==> src/rtl/ex_stage.sv <==
// Execute stage: single-cycle logic/shift/arith/multiply plus 16-step restoring divider.
// Latency 1 for single-cycle ops; divide occupies 18 cycles (accept, 16 RUN, DONE).
// Backpressure: stall_req holds upstream stages from accept through the last RUN step.
module ex_stage #(
    parameter int DATA_W = 16,
    parameter int ADDR_W = 4,
    parameter int OP_W   = 8,
    parameter int SEL_W  = 3
) (
    input  logic              clk,
    input  logic              rst,
    input  logic              flush,
    input  logic [OP_W-1:0]   aluop,
    input  logic [SEL_W-1:0]  alusel,
    input  logic [DATA_W-1:0] reg1,
    input  logic [DATA_W-1:0] reg2,
    input  logic [ADDR_W-1:0] wd,
    input  logic              wreg,
    output logic              ex_wreg_f,
    output logic [DATA_W-1:0] ex_wdata_f,
    output logic [ADDR_W-1:0] ex_wd_f,
    output logic              stall_req,
    output logic              mem_wreg,
    output logic [DATA_W-1:0] mem_wdata,
    output logic [ADDR_W-1:0] mem_wd
);
    localparam int SH_W  = $clog2(DATA_W);
    localparam int CNT_W = $clog2(DATA_W);

    localparam logic [SEL_W-1:0] SEL_LOGIC  = SEL_W'(1);
    localparam logic [SEL_W-1:0] SEL_SHIFT  = SEL_W'(2);
    localparam logic [SEL_W-1:0] SEL_ARITH  = SEL_W'(3);
    localparam logic [SEL_W-1:0] SEL_MULDIV = SEL_W'(4);

    localparam logic [3:0] MD_MUL   = 4'd0;
    localparam logic [3:0] MD_MULH  = 4'd1;
    localparam logic [3:0] MD_MULHU = 4'd2;
    localparam logic [3:0] MD_DIV   = 4'd3;
    localparam logic [3:0] MD_DIVU  = 4'd4;
    localparam logic [3:0] MD_REM   = 4'd5;
    localparam logic [3:0] MD_REMU  = 4'd6;

    typedef enum logic [1:0] {
        ST_IDLE,
        ST_RUN,
        ST_DONE
    } div_state_t;

    logic [3:0]          w_sub;
    logic [SH_W-1:0]     w_shamt;
    logic [2*DATA_W-1:0] w_prod_s;
    logic [2*DATA_W-1:0] w_prod_u;
    logic                w_slt;
    logic                w_sltu;
    logic [DATA_W-1:0]   w_sra;
    logic [DATA_W-1:0]   w_alu_res;
    logic                w_alu_ok;
    logic                w_unused;

    assign w_sub   = aluop[3:0];
    assign w_shamt = reg2[SH_W-1:0];

    // Operands are widened before multiplying so the low 2*DATA_W bits are the exact product.
    assign w_prod_s = {{DATA_W{reg1[DATA_W-1]}}, reg1} * {{DATA_W{reg2[DATA_W-1]}}, reg2};
    assign w_prod_u = {{DATA_W{1'b0}}, reg1} * {{DATA_W{1'b0}}, reg2};
    assign w_slt    = $signed(reg1) < $signed(reg2);
    assign w_sltu   = reg1 < reg2;
    assign w_sra    = $signed(reg1) >>> w_shamt;
    assign w_unused = ^{aluop[OP_W-1:4], w_prod_u[DATA_W-1:0]};

    always_comb begin
        w_alu_res = '0;
        w_alu_ok  = 1'b0;
        case (alusel)
            SEL_LOGIC: begin
                w_alu_ok = 1'b1;
                case (w_sub)
                    4'd0:    w_alu_res = reg1 & reg2;
                    4'd1:    w_alu_res = reg1 | reg2;
                    4'd2:    w_alu_res = reg1 ^ reg2;
                    4'd3:    w_alu_res = ~(reg1 | reg2);
                    default: w_alu_ok = 1'b0;
                endcase
            end
            SEL_SHIFT: begin
                w_alu_ok = 1'b1;
                case (w_sub)
                    4'd0:    w_alu_res = reg1 << w_shamt;
                    4'd1:    w_alu_res = reg1 >> w_shamt;
                    4'd2:    w_alu_res = w_sra;
                    default: w_alu_ok = 1'b0;
                endcase
            end
            SEL_ARITH: begin
                w_alu_ok = 1'b1;
                case (w_sub)
                    4'd0:    w_alu_res = reg1 + reg2;
                    4'd1:    w_alu_res = reg1 - reg2;
                    4'd2:    w_alu_res = {{(DATA_W-1){1'b0}}, w_slt};
                    4'd3:    w_alu_res = {{(DATA_W-1){1'b0}}, w_sltu};
                    default: w_alu_ok = 1'b0;
                endcase
            end
            SEL_MULDIV: begin
                w_alu_ok = 1'b1;
                case (w_sub)
                    MD_MUL:   w_alu_res = w_prod_s[DATA_W-1:0];
                    MD_MULH:  w_alu_res = w_prod_s[2*DATA_W-1:DATA_W];
                    MD_MULHU: w_alu_res = w_prod_u[2*DATA_W-1:DATA_W];
                    default:  w_alu_ok = 1'b0;
                endcase
            end
            default: ;
        endcase
    end

    logic              w_is_div;
    logic              w_div_sgn;
    logic              w_div_rem;
    logic [DATA_W-1:0] w_div0_res;
    logic [DATA_W-1:0] w_abs_a;
    logic [DATA_W-1:0] w_abs_b;

    assign w_is_div   = (alusel == SEL_MULDIV) && (w_sub >= MD_DIV) && (w_sub <= MD_REMU);
    assign w_div_sgn  = (w_sub == MD_DIV) || (w_sub == MD_REM);
    assign w_div_rem  = (w_sub == MD_REM) || (w_sub == MD_REMU);
    assign w_div0_res = w_div_rem ? reg1 : '1;
    assign w_abs_a    = (w_div_sgn && reg1[DATA_W-1]) ? -reg1 : reg1;
    assign w_abs_b    = (w_div_sgn && reg2[DATA_W-1]) ? -reg2 : reg2;

    div_state_t        r_state;
    div_state_t        w_state_nx;
    logic [CNT_W-1:0]  r_cnt;
    logic [CNT_W-1:0]  w_cnt_nx;
    logic [DATA_W-1:0] r_rem;
    logic [DATA_W-1:0] r_quo;
    logic [DATA_W-1:0] r_dvs;
    logic              r_neg_q;
    logic              r_neg_r;
    logic              r_sel_rem;
    logic [ADDR_W-1:0] r_wd;
    logic              r_wreg;

    // Partial remainder always stays below the divisor, so DATA_W+1 bits hold the shifted value.
    logic [DATA_W:0]   w_rem_sh;
    logic [DATA_W:0]   w_diff;
    logic              w_fits;
    logic [DATA_W-1:0] w_q_fix;
    logic [DATA_W-1:0] w_r_fix;
    logic [DATA_W-1:0] w_div_res;

    assign w_rem_sh  = {r_rem, r_quo[DATA_W-1]};
    assign w_diff    = w_rem_sh - {1'b0, r_dvs};
    assign w_fits    = ~w_diff[DATA_W];
    assign w_q_fix   = r_neg_q ? -r_quo : r_quo;
    assign w_r_fix   = r_neg_r ? -r_rem : r_rem;
    assign w_div_res = r_sel_rem ? w_r_fix : w_q_fix;

    logic              w_accept;
    logic              w_step;
    logic              w_stall;
    logic              w_fwd_we;
    logic [DATA_W-1:0] w_fwd_dat;
    logic [ADDR_W-1:0] w_fwd_wd;

    always_comb begin
        w_state_nx = r_state;
        w_cnt_nx   = r_cnt;
        w_accept   = 1'b0;
        w_step     = 1'b0;
        w_stall    = 1'b0;
        w_fwd_we   = 1'b0;
        w_fwd_dat  = '0;
        w_fwd_wd   = wd;
        case (r_state)
            ST_IDLE: begin
                if (!flush) begin
                    if (w_is_div && (reg2 != '0)) begin
                        w_accept   = 1'b1;
                        w_stall    = 1'b1;
                        w_cnt_nx   = '0;
                        w_state_nx = ST_RUN;
                    end else if (w_is_div) begin
                        w_fwd_we  = wreg;
                        w_fwd_dat = w_div0_res;
                    end else if (w_alu_ok) begin
                        w_fwd_we  = wreg;
                        w_fwd_dat = w_alu_res;
                    end
                end
            end
            ST_RUN: begin
                if (flush) begin
                    w_state_nx = ST_IDLE;
                    w_cnt_nx   = '0;
                end else begin
                    w_stall = 1'b1;
                    w_step  = 1'b1;
                    if (r_cnt == CNT_W'(DATA_W-1)) begin
                        w_state_nx = ST_DONE;
                        w_cnt_nx   = '0;
                    end else begin
                        w_cnt_nx = r_cnt + 1'b1;
                    end
                end
            end
            ST_DONE: begin
                w_state_nx = ST_IDLE;
                if (!flush) begin
                    w_fwd_we  = r_wreg;
                    w_fwd_dat = w_div_res;
                    w_fwd_wd  = r_wd;
                end
            end
            default: begin
                w_state_nx = ST_IDLE;
                w_cnt_nx   = '0;
            end
        endcase
    end

    always_ff @(posedge clk) begin
        if (!rst) begin
            r_state <= ST_IDLE;
            r_cnt   <= '0;
        end else begin
            r_state <= w_state_nx;
            r_cnt   <= w_cnt_nx;
        end
    end

    always_ff @(posedge clk) begin
        if (!rst) begin
            r_rem     <= '0;
            r_quo     <= '0;
            r_dvs     <= '0;
            r_neg_q   <= 1'b0;
            r_neg_r   <= 1'b0;
            r_sel_rem <= 1'b0;
            r_wd      <= '0;
            r_wreg    <= 1'b0;
        end else if (w_accept) begin
            r_rem     <= '0;
            r_quo     <= w_abs_a;
            r_dvs     <= w_abs_b;
            r_neg_q   <= w_div_sgn && (reg1[DATA_W-1] ^ reg2[DATA_W-1]);
            r_neg_r   <= w_div_sgn && reg1[DATA_W-1];
            r_sel_rem <= w_div_rem;
            r_wd      <= wd;
            r_wreg    <= wreg;
        end else if (w_step) begin
            r_rem <= w_fits ? w_diff[DATA_W-1:0] : w_rem_sh[DATA_W-1:0];
            r_quo <= {r_quo[DATA_W-2:0], w_fits};
        end
    end

    always_ff @(posedge clk) begin
        if (!rst) begin
            mem_wreg  <= 1'b0;
            mem_wdata <= '0;
            mem_wd    <= '0;
        end else begin
            mem_wreg  <= w_fwd_we;
            mem_wdata <= w_fwd_dat;
            mem_wd    <= w_fwd_wd;
        end
    end

    assign ex_wreg_f  = w_fwd_we;
    assign ex_wdata_f = w_fwd_dat;
    assign ex_wd_f    = w_fwd_wd;
    assign stall_req  = w_stall;

endmodule

==> config.mk <==
export PLATFORM = sky130hd
export DESIGN_NAME = ex_stage
export DESIGN_NICKNAME = d
export VERILOG_FILES = /design/src/rtl/ex_stage.sv
export SDC_FILE = /design/constraint.sdc
export NUM_CORES = 2
export LEC_CHECK = 0
export BUFFER_PORTS_ARGS = -buffer_cell sky130_fd_sc_hd__buf_2
export CORE_MARGIN = 3
export CORE_UTILIZATION = 40
export CTS_CLUSTER_SIZE = 12
export DETAILED_ROUTE_END_ITERATION = 10
export GPL_TIMING_DRIVEN = 0
export PLACE_DENSITY = 0.65
export SLEW_MARGIN = 20
export SYNTH_ARGS = -nofsm -noshare
export SYNTH_HDL_FRONTEND = slang
export SYNTH_SLANG_ARGS = --single-unit
==> constraint.sdc <==
create_clock -name clk -period 11.1 [get_ports clk]
set_clock_uncertainty 0.1 [all_clocks]
set_input_delay 1.665 -clock clk [delete_from_list [all_inputs] [get_ports clk]]
set_output_delay 1.665 -clock clk [all_outputs]
set_load 0.01 [all_outputs]
==> parameters.txt <==
Parameter                              Value

Floorplan
  Initial Utilization ... 40.9%
  Die width ... 250 µm
  Row Count ... 88
  I/O pin count ... 94
  Chip Height ... 250 µm
  Die footprint ... 62400 µm²
  Core Box Area ... 58200 µm²

Clock network
  Post-cts hold buffer count ... 0
  Cts bufs inserted ... 9
  TritonCTS clock tree ... built
  Clock Latency Late Sink ... 0.36 ns
  Clock slew seen by the registers of the worst setup and hold paths ... 0.07 ns
  Total number of clock tree sinks ... 83
  Number of H-tree levels ... 3
  Root Buffer ... clkbuf_16
  Worst-case clock buffer depth ... 2

Cells and area
  Final net count ... 3683
  Post-route cell area ... 25500 µm²
  Share of post-route cells with drive strength above 1 ... 6.47%
  Fill cells ... 5945
  Multi-input logic area ... 19600 µm²
  Synthesis-to-layout area growth ... 7.22%
  Area of all sequential standard cells ... 1660 µm²

Global route
  Tot GR Track Use ... 28.3%
  Total overflow reported by the global router ... 0
  Number of global-route vias before repair ... 21.3k
  Wire length of the first global-routing pass ... 135000 µm
  Maximum number of pins on one net before global-route repair ... 28
  Initial antenna violation count ... 5

Timing
  Max-slew violations ... 0
  Worst-margin pin slew ... 1.18 ns
  Highest achievable clock rate ... 91.5 MHz
  Endpoints failing setup ... 0
  Slew HR ... 20.9%
  Final Cycle Share ... 98.5%
  Number of endpoints with negative hold slack in the final report ... 0
  Fin crit period ... 10.93 ns

Critical path
  Count of buffer and inverter cells on the critical path ... 8
  Number of gates on the worst path with buffers counted ... 25
  Dominant cell type by count on the critical path ... fa_1
  Endpoint of the worst setup timing path ... ex_wdata_f[4]
  CP peak stage delay ... 0.55 ns
  Worst Reg-to-Reg Cells ... 14
  Endpoint of the most critical register-to-register path ... r_rem[13]
  Max Fanout on Critical Path ... 10
  Setup slack of the most critical reg-to-reg path ... 7.47 ns
  Launch point of the critical path ... reg1[5]
  Category of the worst setup path capture point ... output pin
  Cell family with most CP delay ... adder cells
  Data arrival time of the critical path ... 9.16 ns
  Cell with the largest stage delay on the worst path ... fa_1
  Crit path launch type ... primary input
  Critical register-to-register path startpoint ... r_quo[15]
  Data required time of the critical path ... 9.34 ns
  Startpoint-to-endpoint class of the critical path ... in2out

Logic synthesis
  Number of different library cells in the post-synthesis netlist ... 86
  Fraction of post-synthesis cell area in the top cell type by area ... 31.0%
  Commonest register cell after synthesis ... dfxtp_1
  Syn Nets ... 3611
  Seq cells post-synth ... 83
  Cell type with the highest aggregate area in the netlist ... fa_1
  Gate count after technology mapping ... 2969
  Most common cell in the synthesized netlist ... inv_1
  Post-Syn Area ... 23800 µm²
  Number of synthesized flops with an enable pin ... 0
  FFs w/ async S/R, synth ... 0%
  Average footprint of a synthesized cell ... 8.01 µm²
  Proportion of synthesized chip area in sequential cells ... 6.98%
  Ys Warns ... 0
  Largest cells by area after synthesis ... fa_1 31%, ha_1 12%, inv_1 8.7%, dfxtp_1 7.0%, nand2_1 5.1%
  Most instantiated cells after synthesis ... 549 x inv_1, 368 x fa_1, 323 x nand2_1

Detailed routing
  Vias/cell ... 5.68
  Initial detailed-routing violation count ... 2353
  Total number of vias ... 21.7k
  Post-detailed-route count of antenna-violating nets ... 0
  Router iterations before antenna repair ... 8
  DRC violations left ... 0
  Wire length reported by the detailed router ... 88400 µm
  Wirelength per Cell ... 23.2 µm

Place
  Detailed-placement wirelength estimate ... 74800 µm
  Quantity of I/O buffers inserted on ports ... 85
  Final estimated routing congestion in global placement ... 1.04
  Cell area after placement ... 25200 µm²

Flow run
  Number of maximum-capacitance violations ... 0

Min path
  Class of the most critical hold timing path ... reg2reg

Outcome
  Status ... finished, final reports clean
-- cell families after synthesis --
family                   Yosys count  share of synthesized area (%)
AND/OR/NAND/NOR                  851                           15.7
buffers and inverters            699                           11.1
adder cells (fa/ha/maj)          591                           42.7
AO/OA/AOI/OAI                    549                           15.3
XOR/XNOR                         123                           4.61
flip-flops                        83                           6.98
multiplexers                      73                           3.62
-- timing repair --
action / in CTS / in global routing
setup buffers: 1 / 2
gates resized for setup: 33 / 22
endpoints found under the setup margin: 16 / 15
pin swaps: 1 / 2
-- area by class of cell --
class,count,share of cell area [%]
multi-input combinational,2187,76.6
inverter,562,8.33
sequential,83,6.51
tap,765,3.75
buffer,110,1.88
timing repair buffer,88,1.76
clock buffer,10,0.897
clock inverter,6,0.196
antenna,3,0.0294
-- per-layer routing --
layer | track usage (%) | wire (µm) | vias to the layer above | share of wire (%)
li1 | - | - | 9779 | -
met1 | 40.1 | 37200 | 10581 | 42
met2 | 43.3 | 38400 | 1128 | 43
met3 | 5.42 | 8850 | 181 | 10
met4 | 9.47 | 3940 | 0 | 4.5
met5 | 0 | 0 | - | 0
-- worst register-to-register path: stages (launching register included) --
cell and delay (ns):
dfxtp_1 0.37, inv_1 0.09, ha_1 0.25, fa_1 0.41, nor2b_1 0.17, o31a_1 0.23
o211a_1 0.23, nor3_2 0.06, nor3_2 0.29, a211o_1 0.24, a21oi_4 0.09, xnor2_4 0.34
buf_4 0.30, mux2i_1 0.21, a211oi_1 0.09
-- cells in the final DEF, fill, tap and decap left out, types with 10 or more instances in the layout --
cell type / instances
buf_2: 99
nor3_1: 47
fa_1: 367
nand3_1: 34
a21o_1: 19
a31oi_1: 17
nand2_1: 323
a221oi_1: 20
a22oi_1: 10
o21ai_0: 135
ha_1: 223
dfxtp_1: 83
clkbuf_1: 74
xnor2_1: 94
and3_1: 14
inv_1: 548
or3_1: 14
xor2_1: 28
a21oi_1: 116
mux2i_1: 52
nand2b_1: 16
nor2_1: 300
o21bai_1: 10
o31ai_1: 24
and2_1: 30
a211oi_1: 45
mux2_2: 11
nand4_1: 10
o211ai_1: 17
nor2b_1: 14
o21a_1: 22
o22ai_1: 13
-- stage by stage --
step | hold WS (ns) | setup WS (ns) | instances | setup TNS, ns | utilization, %
floorplan | 0.332 | 0.882 | 2969 | 0 | -
global placement | 0.346 | -1.82 | 3819 | -21.11 | 43.2
finish | 0.365 | 0.171 | 3814 | 0 | 43.8
CTS | 0.366 | 0.000789 | 3817 | 0 | 43.7
detailed placement | 0.354 | -1.73 | 3819 | -20.02 | 43.2
global route | 0.395 | -0.00235 | 3813 | -0.00235 | 43.8
-- state kept, by name (all words and copies together), names as in the netlist, 2 cells and up --
signal	flops
mem_wdata	16
r_dvs	16
mem_wd	4
r_cnt	4
r_state	2
r_wd	4
r_rem	16
r_quo	16
-- worst min path at each step --
stage / end / slack, ns / depth (start not counted) / from
6_report: r_wd[3] / 0.36 / 2 / r_wd[3]
5_1_grt: r_dvs[15] / 0.39 / 2 / r_dvs[15]
4_1_cts: r_wd[3] / 0.37 / 2 / r_wd[3]
3_5_place_dp: r_wd[3] / 0.35 / 2 / r_wd[3]
3_3_place_gp: r_wd[3] / 0.35 / 2 / r_wd[3]
2_1_floorplan: r_dvs[15] / 0.33 / 2 / r_dvs[15]
Power is left out: the tool's default activity adds up to more than one toggle a clock period on the data nets, which glitch-free logic cannot reach.
